File: config.mk
export PLATFORM = sky130hd
export DESIGN_NAME = ram_loader
export DESIGN_NICKNAME = d
export VERILOG_FILES = /design/src/rtl/ram_loader_pkg.sv /design/src/rtl/ram_loader.sv
export SDC_FILE = /design/constraint.sdc
export NUM_CORES = 1
export LEC_CHECK = 0
export BUFFER_PORTS_ARGS = -buffer_cell sky130_fd_sc_hd__buf_2
export CAP_MARGIN = 20
export CELL_PAD_IN_SITES_DETAIL_PLACEMENT = 1
export CELL_PAD_IN_SITES_GLOBAL_PLACEMENT = 2
export CORE_MARGIN = 1
export CORE_UTILIZATION = 31
export CTS_CLUSTER_DIAMETER = 80
export CTS_CLUSTER_SIZE = 20
export DETAILED_ROUTE_END_ITERATION = 12
export PLACE_DENSITY_LB_ADDON = 0.2
export SYNTH_ARGS = -nofsm -noshare
export SYNTH_HDL_FRONTEND = slang
export SYNTH_SLANG_ARGS = --single-unit
File: constraint.sdc
create_clock -name clock -period 3.8 [get_ports clock]
set_input_delay 0.19 -clock clock [delete_from_list [all_inputs] [get_ports clock]]
set_output_delay 0.19 -clock clock [all_outputs]
set_load 0.03 [all_outputs]
File: src/rtl/ram_loader_pkg.sv
// Shared definitions for the RAM bulk loader: FSM state encoding and default sizes.
package ram_loader_pkg;

  typedef enum logic [1:0] {
    S_IDLE   = 2'd0,
    S_LOAD   = 2'd1,
    S_VERIFY = 2'd2
  } state_e;

  localparam int KB_DEFAULT = 16;
  localparam int DW_DEFAULT = 8;

  // The loader owns the RAM port in every state except idle.
  function automatic logic owns_ram(input state_e s);
    return (s != S_IDLE);
  endfunction

endpackage

File: src/rtl/ram_loader.sv
// Bulk-load master: streams bytes into consecutive RAM addresses from a base,
// reads the region back, and compares the readback sum against the write sum.
// While idle the CPU port passes straight through to the RAM.
module ram_loader
  import ram_loader_pkg::*;
#(
  parameter  int KB = KB_DEFAULT,
  parameter  int DW = DW_DEFAULT,
  localparam int AW = $clog2(KB * 1024)
) (
  input  logic          clock,
  input  logic          reset,
  input  logic          ce,
  input  logic          start,
  input  logic [AW-1:0] base,
  input  logic [AW:0]   length,
  input  logic [DW-1:0] s_data,
  input  logic          s_valid,
  output logic          s_ready,
  input  logic          cpu_ce,
  input  logic          cpu_we,
  input  logic [DW-1:0] cpu_d,
  input  logic [AW-1:0] cpu_a,
  output logic [DW-1:0] cpu_q,
  output logic          ram_ce,
  output logic          ram_we,
  output logic [DW-1:0] ram_d,
  output logic [AW-1:0] ram_a,
  input  logic [DW-1:0] ram_q,
  output logic          busy,
  output logic          done,
  output logic          err,
  output logic [DW-1:0] sum
);

  localparam logic [AW:0] CNT_ONE = (AW + 1)'(1);

  state_e        state_q, state_d;
  logic [AW-1:0] base_q, base_d;
  logic [AW:0]   len_q, len_d;
  logic [AW:0]   wcnt_q, wcnt_d;
  logic [AW:0]   rcnt_q, rcnt_d;
  logic [AW:0]   acnt_q, acnt_d;
  logic [DW-1:0] sum_q, sum_d;
  logic [DW-1:0] vsum_q, vsum_d;
  logic          pend_q, pend_d;
  logic          err_q, err_d;
  logic          done_q, done_d;

  // Events for this cycle; all of them require ce so a ce=0 cycle changes nothing.
  logic          start_go;
  logic          wr_fire;
  logic          rd_fire;
  logic          acc_fire;
  logic          last_acc;
  logic [DW-1:0] vsum_acc;

  assign start_go = (state_q == S_IDLE) && start && ce;
  assign wr_fire  = (state_q == S_LOAD) && ce && s_valid;
  assign rd_fire  = (state_q == S_VERIFY) && ce && (rcnt_q < len_q);
  assign acc_fire = (state_q == S_VERIFY) && ce && pend_q;
  assign last_acc = acc_fire && (acnt_q == (len_q - CNT_ONE));
  assign vsum_acc = vsum_q + ram_q;

  // State register.
  always_ff @(posedge clock or posedge reset) begin
    if (reset) begin
      state_q <= S_IDLE;
    end else begin
      state_q <= state_d;
    end
  end

  // Next-state logic: a zero-length start never leaves idle.
  always_comb begin
    state_d = state_q;
    case (state_q)
      S_IDLE: begin
        if (start_go && (length != '0)) state_d = S_LOAD;
      end
      S_LOAD: begin
        if (wr_fire && ((wcnt_q + CNT_ONE) == len_q)) state_d = S_VERIFY;
      end
      S_VERIFY: begin
        if (last_acc) state_d = S_IDLE;
      end
      default: state_d = S_IDLE;
    endcase
  end

  // Datapath registers: latched operands, counters and checksums.
  always_ff @(posedge clock or posedge reset) begin
    if (reset) begin
      base_q <= '0;
      len_q  <= '0;
      wcnt_q <= '0;
      rcnt_q <= '0;
      acnt_q <= '0;
      sum_q  <= '0;
      vsum_q <= '0;
      pend_q <= 1'b0;
      err_q  <= 1'b0;
      done_q <= 1'b0;
    end else begin
      base_q <= base_d;
      len_q  <= len_d;
      wcnt_q <= wcnt_d;
      rcnt_q <= rcnt_d;
      acnt_q <= acnt_d;
      sum_q  <= sum_d;
      vsum_q <= vsum_d;
      pend_q <= pend_d;
      err_q  <= err_d;
      done_q <= done_d;
    end
  end

  // Datapath next values; pend marks that a read was issued on the previous ce cycle.
  always_comb begin
    base_d = base_q;
    len_d  = len_q;
    wcnt_d = wcnt_q;
    rcnt_d = rcnt_q;
    acnt_d = acnt_q;
    sum_d  = sum_q;
    vsum_d = vsum_q;
    pend_d = pend_q;
    err_d  = err_q;
    // A pending zero-length done waits through ce=0 cycles and is shown on the next ce cycle.
    done_d = ce ? 1'b0 : done_q;

    if (start_go) begin
      base_d = base;
      len_d  = length;
      wcnt_d = '0;
      rcnt_d = '0;
      acnt_d = '0;
      sum_d  = '0;
      vsum_d = '0;
      pend_d = 1'b0;
      err_d  = 1'b0;
      done_d = (length == '0);
    end

    if (wr_fire) begin
      sum_d  = sum_q + s_data;
      wcnt_d = wcnt_q + CNT_ONE;
    end

    if ((state_q == S_VERIFY) && ce) begin
      pend_d = rd_fire;
    end

    if (rd_fire) begin
      rcnt_d = rcnt_q + CNT_ONE;
    end

    if (acc_fire) begin
      vsum_d = vsum_acc;
      acnt_d = acnt_q + CNT_ONE;
    end

    if (last_acc) begin
      err_d = (vsum_acc != sum_q);
    end
  end

  // Output logic: RAM port mux, stream handshake and status.
  always_comb begin
    ram_ce  = cpu_ce;
    ram_we  = cpu_we;
    ram_d   = cpu_d;
    ram_a   = cpu_a;
    s_ready = 1'b0;
    case (state_q)
      S_LOAD: begin
        s_ready = ce;
        ram_ce  = wr_fire;
        ram_we  = 1'b0;
        ram_d   = s_data;
        ram_a   = base_q + wcnt_q[AW-1:0];
      end
      S_VERIFY: begin
        ram_ce  = rd_fire;
        ram_we  = 1'b1;
        ram_d   = '0;
        ram_a   = base_q + rcnt_q[AW-1:0];
      end
      default: begin
        ram_ce  = cpu_ce;
        ram_we  = cpu_we;
        ram_d   = cpu_d;
        ram_a   = cpu_a;
      end
    endcase
    busy  = owns_ram(state_q);
    // The final accumulation resolves done/err in the same clock it happens.
    done  = (done_q && ce) || last_acc;
    err   = last_acc ? (vsum_acc != sum_q) : err_q;
    sum   = sum_q;
    cpu_q = ram_q;
  end

endmodule

Word-level counts from Yosys, hierarchy flattened
Cells that the tools add are included.
{"block": "classes", "n_eq_ne": 8, "add_sub_neg": 8, "n_lt_le_gt_ge": 1, "reduce_logical": 23, "n_mux": 22}
{"operator": "$mux 15", "n": 4}
{"operator": "$add 15x1->15 const B", "n": 3}
{"operator": "$eq 15x15->1", "n": 2}
{"operator": "$add 14x14->14", "n": 2}
{"operator": "$pmux 14 s2", "n": 1}
{"operator": "$mux 8", "n": 3}
{"operator": "$add 8x8->8", "n": 2}
{"operator": "$pmux 8 s2", "n": 1}
{"operator": "$logic_not 15->1", "n": 1}
{"operator": "$lt 15x15->1", "n": 1}
{"operator": "$reduce_bool 15->1", "n": 1}
{"operator": "$sub 15x1->15 const B", "n": 1}
{"operator": "$reduce_bool 2->1", "n": 7}
{"operator": "$logic_and 1x1->1", "n": 11}
{"operator": "$ne 8x8->1", "n": 1}
{"operator": "$mux 1", "n": 7}
{"operator": "$mux 2", "n": 3}
{"operator": "$pmux 2 s3", "n": 1}
{"operator": "$ne 2x1->1 const B", "n": 2}
{"operator": "$pmux 1 s2", "n": 2}
{"operator": "$reduce_and 3->1", "n": 1}
{"operator": "$eq 2x1->1 const B", "n": 1}
{"operator": "$eq 2x2->1 const B", "n": 1}
{"operator": "$logic_not 2->1", "n": 1}
{"operator": "2 further kinds", "n": 2}
{"block": "totals", "output_inout_bits": 44, "regBits": 95}

Logic depth before layout (Yosys ltp)
{"block": "logic_depth", "ltp_word": 6, "ltp_mapped": 16}

Worst setup path before layout
Ideal clock, no wire load.
{"block": "synth_path", "kind": "flip-flop to output port", "start": "register state_q[0]", "end": "output ram_a[13]", "required_ns": 3.610, "stages_incl_launch_ff": 15, "slack_ns": -0.251, "t_arrival_ns": 3.861, "cell_sequence": "dfrtp_1 -> inv_1 -> ha_1 -> clkbuf_1 -> buf_1 -> mux2_2 -> ha_1 -> a211oi_1 -> nor2_1 -> or4b_2 -> a311oi_1 -> o21ai_0 -> a31oi_1 -> xnor2_1 -> mux2_2"}
{"block": "synth_via", "elab_chain_len": 2}
{"element": "start, declared", "line": "ram_loader.sv:38", "text": "state_e state_q, state_d;"}
{"element": "start signal, assigned", "line": "ram_loader.sv:70", "text": "state_q <= state_d;"}
{"element": "$eq 2x2->1 / $eq 2x1->1 (equally long branches)", "line": "ram_loader.sv:175", "text": "case (state_q)"}
{"element": "$pmux 14 s2 (*)", "line": "ram_loader.sv:175"}
{"element": "end, declared", "line": "ram_loader.sv:28", "text": "output logic [AW-1:0] ram_a,"}
Every way passes the cells marked *; elsewhere a longest branch is shown, timed or not.

Worst setup path in the final report
Ends and elaborated chain as after synthesis.

==> impl_results.md <==
* 1st-iter DRT viols at about 250
* Pwr Density at between 600 and 700 nW/µm²
* Synth-to-Final Area Change at 20.0%
* Combinational power share at 0.591
* Synth Register Bits at between 90 and 100
* First-pass GRT wire length at approximately 38000 µm
* Final setup vio count at 1
* Clk buf depth at 2
* Commonest non-fill, non-tap cell in the layout: buf_2
* ANT cells at 0
* Multi-input gate area at around 4600 µm²
* Row cnt at 55
* Buffers on Ports at 117
* Num CTS Buffers at 9
* GRT Total Usage at 0.204
* Detailed Place HPWL at between 15000 and 20000 µm
* RSZ-0062 raised after global routing: true
* Maxcap violations at 0
* Critical path type: flip-flop to output pin
* YS warnings at 0
* Synth cell types at 63
* Critical path fanouts, max at 4
* Final Hold Vio Count at 0
* Layout cells sized above 1 at 0.227
* Switch Pwr at 2.95 mW
* Startpoint types: flip-flop
* Crit path max-delay family: compound AO/OA/AOI/OAI gates
* Die Area at roughly 24000 µm²
* Slowest stage delay, CP at approximately 0.54 ns
* VDD IR max at 0.345 mV
* Vias per inst at 5.17
* P_leak at slightly above 4 nW
* Vias in the first global route at 6941
* Register Area at roughly 2400 µm²
* Worst-Skew Late Latency at around 0.36 ns
* Nets at 1109
* WL/cell at around 18 µm
* Setup slack after placement at -0.177 ns
* Measured slew at the worst slew-check pin at approximately 1.1 ns
* Slowest CP cell: or4b_4
* CP required at about 3.6 ns
* Total clock sinks at 95
* DRT antenna net count at 0
* Number of fill cells at 2764
* Hold crit path type: input port to flip-flop
* Critical path arrival at ~3.6 ns
* Seq/Total Area, Yosys at 0.327
* Die width at 155 µm
* Residual DRC at 0
* Clk root buf: clkbuf_16
* Final setup margin at -0.0180 ns
* Clk slew on worst S/H paths at 0.08 ns
* Design area at 8730 µm²
* Largest net degree at the start of global routing at 96
* Failing checks: setup timing
* Main synth FF type: dfrtp_1
* Clk network pwr share at 0.146
* Status: finished, violations left
* Power Internal at about 3.2 mW
* RePlAce Congestion at between 0.8 and 0.9
* Crit path time final at ~3.8 ns
* Crit end category: output pin
* Mapped Cells at approximately 870
* Core area at 22800 µm²
* GR Overflow Total at 0
* Vias at roughly 6700
* Initial Util at 0.318
* Initial antenna violation count at 0
* Die Span Y at 155 µm
* Placed Area at about 8300 µm²
* Most frequent cells in the layout: buf_2, nand2_1, o21ai_0
* CTS tree: yes
* Sw frac at 0.483
* Clock Skews at roughly 0.0083 ns
* Rel. slew slack at 0.297
* I/O pin count at 118
* Routed WL at between 20000 and 25000 µm
* H-tree depth at 3
* Worst path cell trace: inv_2 -> ha_4 -> buf_6 -> mux2_4 -> ha_4 -> a211oi_4 -> nor2_2 -> or4b_4 -> a311oi_4 -> o21ai_1 -> a31oi_1 -> xnor2_1 -> mux2_2 -> buf_6
* DR pass1 iterations at 4
* Buf/Inv on CP at 3
* Number of synthesized flops with an enable pin at 0
* Cell Area, Synth at around 7300 µm²
* Ys async rst share at 1.00
* Synth Area per Inst at approximately 8.4 µm²
* Synthesized netlist net count at 996
* Slew Limit Fails at 0
* Fmax at roughly 260 MHz
* Crit share post-route at 1.00
* Reg power frac at 0.263
==> flip-flops by register name, indices dropped and copies added, names as in the netlist <==
| signal | count |
|---|---|
| acnt_q | 15 |
| len_q | 15 |
| rcnt_q | 15 |
| wcnt_q | 15 |
| base_q | 14 |
| sum | 8 |
| vsum_q | 8 |
| state_q | 2 |
| done_q | 1 |
| err_q | 1 |
| pend_q | 1 |
==> cells by family after synthesis <==
logic type / Yosys count / synth area share
buffers and inverters: 100 / 0.0575
xor gates and xnor gates: 74 / 0.0891
adders and majority gates: 53 / 0.0943
AOI/OAI and AO/OA: 231 / 0.198
DFF: 95 / 0.327
muxes: 29 / 0.0453
and+or+nand+nor: 287 / 0.189
==> worst reg2reg max path: stages, from the launching register on <==
cell and delay, ns:
dfrtp_1 0.48, inv_1 0.11, ha_1 0.32, a21o_1 0.19, a21o_1 0.19, a2111oi_0 0.43, o211ai_1 0.18, a31o_2 0.42
and2_1 0.41, o21ai_0 0.25, o41ai_1 0.10
==> synthesized netlist by cell type (3+ instances only) <==
cell type	instances	area, µm²
a211oi_1	9	67.6
a21boi_0	3	22.5
a21o_1	13	97.6
a21oi_1	30	150
a22o_1	10	87.6
a31oi_1	5	31.3
and2_1	6	37.5
and3_1	12	75.1
and4_1	3	26.3
buf_1	5	18.8
buf_2	10	50.1
buf_4	8	60.1
clkbuf_1	30	113
dfrtp_1	95	2380
fa_1	3	60.1
ha_1	50	626
inv_1	47	176
mux2_2	23	259
mux2i_1	4	40.0
nand2_1	105	394
nand2b_1	6	37.5
nand3_1	38	190
nand4_1	14	87.6
nor2_1	62	233
nor2b_1	5	31.3
nor3_1	11	55.1
nor4_1	6	37.5
o211ai_1	6	45.0
o21a_1	7	52.6
o21ai_0	107	536
o31ai_1	12	90.1
o41ai_1	7	61.3
or3_1	5	31.3
or4_1	3	22.5
xnor2_1	43	377
xor2_1	31	272
==> power groups by stage <==
| stage | Clock, mW | Combinational [mW] | Sequential (mW) |
|---|---|---|---|
| 2_1_floorplan | 0 | 2.44 | 1.55 |
| 3_3_place_gp | 0 | 3.44 | 1.62 |
| 4_1_cts | 0.924 | 3.55 | 1.61 |
| 5_1_grt | 0.954 | 3.98 | 1.65 |
| 3_5_place_dp | 0 | 3.48 | 1.62 |
| 6_report | 0.889 | 3.61 | 1.61 |
==> final timing paths <==
| path | end | slack (ns) | cells after the start | startpoint |
|---|---|---|---|---|
| worst min register to register | vsum_q[6] | 0.49 | 2 | vsum_q[6] |
| worst max-delay path | ram_a[13] | -0.02 | 14 | state_q[0] |
| max in group asynchronous | vsum_q[2] | 2.84 | 4 | reset |
| min in group asynchronous | base_q[4] | 0.49 | 4 | reset |
| worst min-delay path | base_q[12] | 0.01 | 3 | base[12] |
| worst max register to register | rcnt_q[5] | 0.59 | 10 | len_q[8] |
==> metrics by stage <==
step	hold WS (ns)	power [mW]	std cells	setup TNS (ns)	util
global placement	0.368	5.06	1278	-0.190	0.362
finish	0.0136	6.11	1300	-0.0180	0.382
CTS	0.00186	6.08	1298	0	0.377
detailed placement	0.371	5.11	1278	-0.262	0.362
floorplan	0.295	4.00	869	0	-
global route	0.0135	6.59	1300	-0.310	0.382
==> layout make-up <==
type | instances | area share
well taps | 313 | 0.0449
repair buffers | 155 | 0.104
multi-input cells | 674 | 0.527
inverters | 47 | 0.0205
clock inverters | 7 | 0.00545
flip-flops and latches | 95 | 0.272
clock buffers | 9 | 0.0258
==> per-layer routing <==
metal | part of all wire | wire, µm | up-vias | global-route usage
li1 | - | - | 3298 | -
met5 | 0 | 0 | - | 0
met1 | 0.48 | 11200 | 3324 | 0.275
met4 | 0.0083 | 195 | 0 | 0.0396
met2 | 0.49 | 11600 | 81 | 0.352
met3 | 0.020 | 464 | 16 | 0.0242
==> what timing repair did <==
action / 4_1_cts / 5_1_grt
buffers inserted: 3 / 2
pin swaps: 7 / 10
gates resized for setup: 12 / 20
endpoints found under the hold margin: 31 / 0
hold buffers: 1 / 0
setup endpoints to repair: 6 / 6
Power figures use the tool's default switching activity.
